$ cat src/rtl/mem_port_arbiter.sv
// mem_port_arbiter
//   Shares one single-ported synchronous memory between an instruction-fetch
//   port (read-only) and a load/store port. Each access takes two cycles:
//   ACC (memory strobe, grant to the winner) then RESP (read data / completion).
//   The load/store port has priority. A starvation counter forces a fetch win
//   once the LSU has won STARVE_LIMIT times in a row while fetch was waiting.
//
// Ports
//   clk, rstN                      clock, asynchronous active-low reset
//   ifReq/ifAddr/ifFlush           fetch request, address, branch-flush
//   ifGnt/ifValid/ifRdata          fetch accept, response strobe, fetched word
//   lsReq/lsWe/lsAddr/lsWdata      load/store request, store flag, address, data
//   lsGnt/lsValid/lsRdata          LSU accept, response strobe, loaded word
//   memEn/memWe/memAddr/memWdata   memory strobe, write enable, address, data
//   memRdata                       memory read data (valid the cycle after strobe)
module mem_port_arbiter #(
  parameter int unsigned ADDR_W       = 8,
  parameter int unsigned DATA_W       = 16,
  parameter int unsigned STARVE_LIMIT = 4
) (
  input  logic              clk,
  input  logic              rstN,
  input  logic              ifReq,
  input  logic [ADDR_W-1:0] ifAddr,
  input  logic              ifFlush,
  output logic              ifGnt,
  output logic              ifValid,
  output logic [DATA_W-1:0] ifRdata,
  input  logic              lsReq,
  input  logic              lsWe,
  input  logic [ADDR_W-1:0] lsAddr,
  input  logic [DATA_W-1:0] lsWdata,
  output logic              lsGnt,
  output logic              lsValid,
  output logic [DATA_W-1:0] lsRdata,
  output logic              memEn,
  output logic              memWe,
  output logic [ADDR_W-1:0] memAddr,
  output logic [DATA_W-1:0] memWdata,
  input  logic [DATA_W-1:0] memRdata
);

  typedef enum logic [1:0] {IDLE, ACC, RESP} state_t;
  typedef enum logic {OWN_IF, OWN_LS} owner_t;

  localparam logic [3:0] LIMIT = 4'(STARVE_LIMIT);

  state_t            state, state_nxt;
  owner_t            owner, owner_nxt;
  logic [ADDR_W-1:0] addr_q;
  logic              we_q;
  logic [DATA_W-1:0] wdata_q;
  logic [3:0]        starve_cnt;
  logic              flush_q;
  logic [DATA_W-1:0] if_rdata_q;
  logic [DATA_W-1:0] ls_rdata_q;

  logic arb;
  logic starved;
  logic if_win;
  logic ls_win;

  // Arbitration decision, only meaningful in IDLE and RESP.
  always_comb begin
    arb     = (state == IDLE) || (state == RESP);
    starved = (starve_cnt == LIMIT);
    if_win  = ifReq && (!lsReq || starved);
    ls_win  = lsReq && !if_win;
  end

  always_comb begin
    state_nxt = state;
    owner_nxt = owner;
    unique case (state)
      IDLE, RESP: begin
        if (if_win || ls_win) begin
          state_nxt = ACC;
          owner_nxt = ls_win ? OWN_LS : OWN_IF;
        end else begin
          state_nxt = IDLE;
        end
      end
      ACC:     state_nxt = RESP;
      default: state_nxt = IDLE;
    endcase
  end

  // Outputs decode the state directly, so an asynchronous reset clears
  // grants, strobes and valids in the same instant it returns state to IDLE.
  // Read data is bypassed from memory during the valid cycle and otherwise
  // shows the last captured value.
  always_comb begin
    memEn    = (state == ACC);
    memWe    = (state == ACC) && we_q;
    memAddr  = addr_q;
    memWdata = wdata_q;
    ifGnt    = (state == ACC) && (owner == OWN_IF);
    lsGnt    = (state == ACC) && (owner == OWN_LS);
    ifValid  = (state == RESP) && (owner == OWN_IF) && !flush_q && !ifFlush;
    lsValid  = (state == RESP) && (owner == OWN_LS);
    ifRdata  = ifValid ? memRdata : if_rdata_q;
    lsRdata  = (lsValid && !we_q) ? memRdata : ls_rdata_q;
  end

  always_ff @(posedge clk or negedge rstN) begin
    if (!rstN) begin
      state      <= IDLE;
      owner      <= OWN_IF;
      addr_q     <= '0;
      we_q       <= 1'b0;
      wdata_q    <= '0;
      starve_cnt <= '0;
      flush_q    <= 1'b0;
      if_rdata_q <= '0;
      ls_rdata_q <= '0;
    end else begin
      state <= state_nxt;
      owner <= owner_nxt;

      if (arb) begin
        if (ls_win) begin
          addr_q  <= lsAddr;
          we_q    <= lsWe;
          wdata_q <= lsWdata;
        end else if (if_win) begin
          // Fetches never write; leave the write-data register untouched.
          addr_q <= ifAddr;
          we_q   <= 1'b0;
        end

        if (!ifReq || if_win) begin
          starve_cnt <= '0;
        end else if (ls_win && (starve_cnt != LIMIT)) begin
          starve_cnt <= starve_cnt + 4'd1;
        end
      end

      // A flush in ACC is remembered for RESP; a flush in RESP acts directly.
      flush_q <= (state == ACC) && ifFlush;

      if (ifValid) begin
        if_rdata_q <= memRdata;
      end
      if (lsValid && !we_q) begin
        ls_rdata_q <= memRdata;
      end
    end
  end

endmodule

$ cat config.mk
export PLATFORM = sky130hd
export DESIGN_NAME = mem_port_arbiter
export DESIGN_NICKNAME = d
export VERILOG_FILES = /design/src/rtl/mem_port_arbiter.sv
export SDC_FILE = /design/constraint.sdc
export NUM_CORES = 1
export LEC_CHECK = 0
export BUFFER_PORTS_ARGS = -buffer_cell sky130_fd_sc_hd__buf_4
export CAP_MARGIN = 20
export CORE_MARGIN = 10
export CORE_UTILIZATION = 25
export CTS_CLUSTER_DIAMETER = 60
export DETAILED_ROUTE_END_ITERATION = 8
export GPL_TIMING_DRIVEN = 0
export HOLD_SLACK_MARGIN = 0.05
export SETUP_SLACK_MARGIN = 0.2
export SYNTH_ARGS = -nofsm -noshare
export SYNTH_HDL_FRONTEND = slang
export SYNTH_SLANG_ARGS = --single-unit
export TNS_END_PERCENT = 10
$ cat constraint.sdc
create_clock -name clk -period 6.5 [get_ports clk]
set_clock_uncertainty 0.1 [all_clocks]
set_input_delay 0.975 -clock clk [delete_from_list [all_inputs] [get_ports clk]]
set_output_delay 0.975 -clock clk [all_outputs]
set_load 0.1 [all_outputs]
==> out/metrics.cfg <==
[outcome]
status=complete, no violations

[logic_synthesis]
synth_edf_count=0
avgSynthCellArea_sq_um=13.9
synth.most_common_cell=dfrtp_1
synth_top_area_share_pct=60.3
syn-num-nets=250
async_reset_ff_share_pct=100
dominantRegCellSynth=dfrtp_1
synth_seq_cells=65
yosysWarnings=0
synthCells=194
netlist_top_cells_area=dfrtp_1, mux2_2, mux2_4, a31oi_1, o21ai_0
synth_top_cell_by_area=dfrtp_1
ys_top_cells_by_count=dfrtp_1, mux2_2, a31oi_1, o21ai_0, nor2_1
ys_seq_area_share_pct=60.3
ys_types=29
netlist_area_sq_mm=0.00270

[sta]
slew_viol_final=0
fin_crit_sh_pct=57.6
maxSlewHeadroom_pct=44.8
worst_slew_pin_slew_ns=0.828
setup_viol=0
fin_setup_tns_ns=0
hold_violations=0
rsz0062_at_grt=no
max_freq_ghz=0.267
period_minus_slack_ns=3.75

[route]
met3_length_um=834
dr.max_layer_used=met4
post_drt_wl_per_cell_um=16.2
drt-total-wl_um=7480
vias_per_cell=4.38
drt_iter0_drc=66
met1_length_um=3020
firstDrtPassIters=4
antenna_left=0
wl_met2_um=3540
drc_errors=0
vias=2018

[critical_path]
worstPathArrival_ns=2.67
crit_top_cell=buf_4
crit_fanout=10
path_class=input pin to output pin
critPathSlowestCell=nor4_4
crit_buf_inv=3
required_ns=5.42
worst_path_dominant_cell_family=buffers and inverters
start_kind=input pin
critical-path-max-stage-delay_ns=0.56
worst_setup_path_end_kind=output pin
path_cells=buf_4, nor4_4, buf_2, mux2_2, buf_4

[die]
rows=37
initial_core_util_pct=25.9
io-pin-count=116
core_sq_mm=0.0104
fp.dieW_um=124
die_h_um=124
dieArea_sq_mm=0.0153

[cts]
clock_sinks=65
clkTransAtPathRegs_ns=0.07
cts_hold_buf=0
cts_resized=0
cts_root_buffer=clkbuf_8
h-tree-depth=3
cts_buffers=9
cts_tree=done
cts_max_path_buffers=2
post_cts_buffers=0
clock_latency_ns=0.33

[placed_design]
place.gp.congestion=0.727
port_buffers=115
dp_hpwl_um=5640

[final_layout]
final_nets=376
fill_cells=1024
diodes=0
drive_above_1_share_pct=58.2
areaGrowthSynthToFinish_pct=49.1

[min_path]
hold_path_class=flop to flop

[global_route]
grt_pass1_vias=2262
gr-total-overflow=0
grt_util_all_layers_pct=9.91
grt_start_max_net_pins=66
antenna_found_initial=0
grt_pass1_wl_um=11800

[job]
max-cap-violations=0

## layer usage
layer  vias up  global-route usage [%]
met1      1002                    11.6
met3         8                    4.43
met2        78                    15.3
met5         -                       0
li1        930                       -
met4         0                    4.59
## through the flow
stage	utilization (%)	area, sq um	cells	setup WS (ns)	hold WS, ns
2_1_floorplan	-	2700	194	2.00	0.364
4_1_cts	38.6	4020	461	2.70	0.405
3_3_place_gp	35.8	3730	445	2.70	0.380
3_5_place_dp	35.8	3730	445	2.70	0.388
5_1_grt	38.6	4020	461	2.60	0.413
6_report	38.6	4020	461	2.75	0.401
## sequential cells by signal, summed over array words and instances (netlist names)
register / flops
starve_cnt: 4
if_rdata_q: 16
memAddr: 8
ls_rdata_q: 16
flush_q: 1
owner: 1
we_q: 1
memWdata: 16
state: 2
## cells by family after synthesis
kind of cell | synth area share, %
mux | 21.6
compound gates | 6.91
fa+ha+maj | 0.927
simple gates | 6.31
buf+inv | 3.99
flops | 60.3
## worst reg2reg max path, stage by stage, from the launching register on
cell      delay, ns
dfrtp_1        0.37
buf_2          0.17
nand2b_1       0.19
nor4_4         0.50
buf_2          0.38
mux2_2         0.39
## final timing paths
kind / start / to / slack [ns] / cells past startpoint
worst min register to register: ls_rdata_q[2] / ls_rdata_q[2] / 0.40 / 1
min in group asynchronous: rstN / if_rdata_q[4] / 0.64 / 1
worst max-delay path: ifFlush / ifRdata[9] / 2.75 / 5
max in group asynchronous: rstN / memWdata[6] / 5.13 / 1
worst max register to register: state[0] / if_rdata_q[9] / 4.27 / 5
worst min-delay path: ls_rdata_q[2] / ls_rdata_q[2] / 0.40 / 1
## area by class of cell
class                      instances  area (sq um)  area share, %
buffer                            10          81.3           2.02
clock buffer                       9           124           3.08
clock inverter                     7           166           4.14
inverter                           7          26.3          0.653
multi-input combinational        112           963           24.0
sequential                        65          1630           40.4
tap                              136           170           4.23
timing repair buffer             115           863           21.5
## layout by cell type (no fill, tap or decap), drive strengths merged, types with 2 or more instances in the layout
cell type,n
a21oi,8
a31oi,10
and2,3
buf,123
bufinv,5
clkbuf,11
clkinv,2
dfrtp,65
ha,2
inv,6
mux2,49
nand2,5
nand2b,2
nor2,9
nor2b,3
o21ai,10
Power is not shown: default switching activity piles up to over one toggle a cycle in this logic, so the estimate is an artifact.
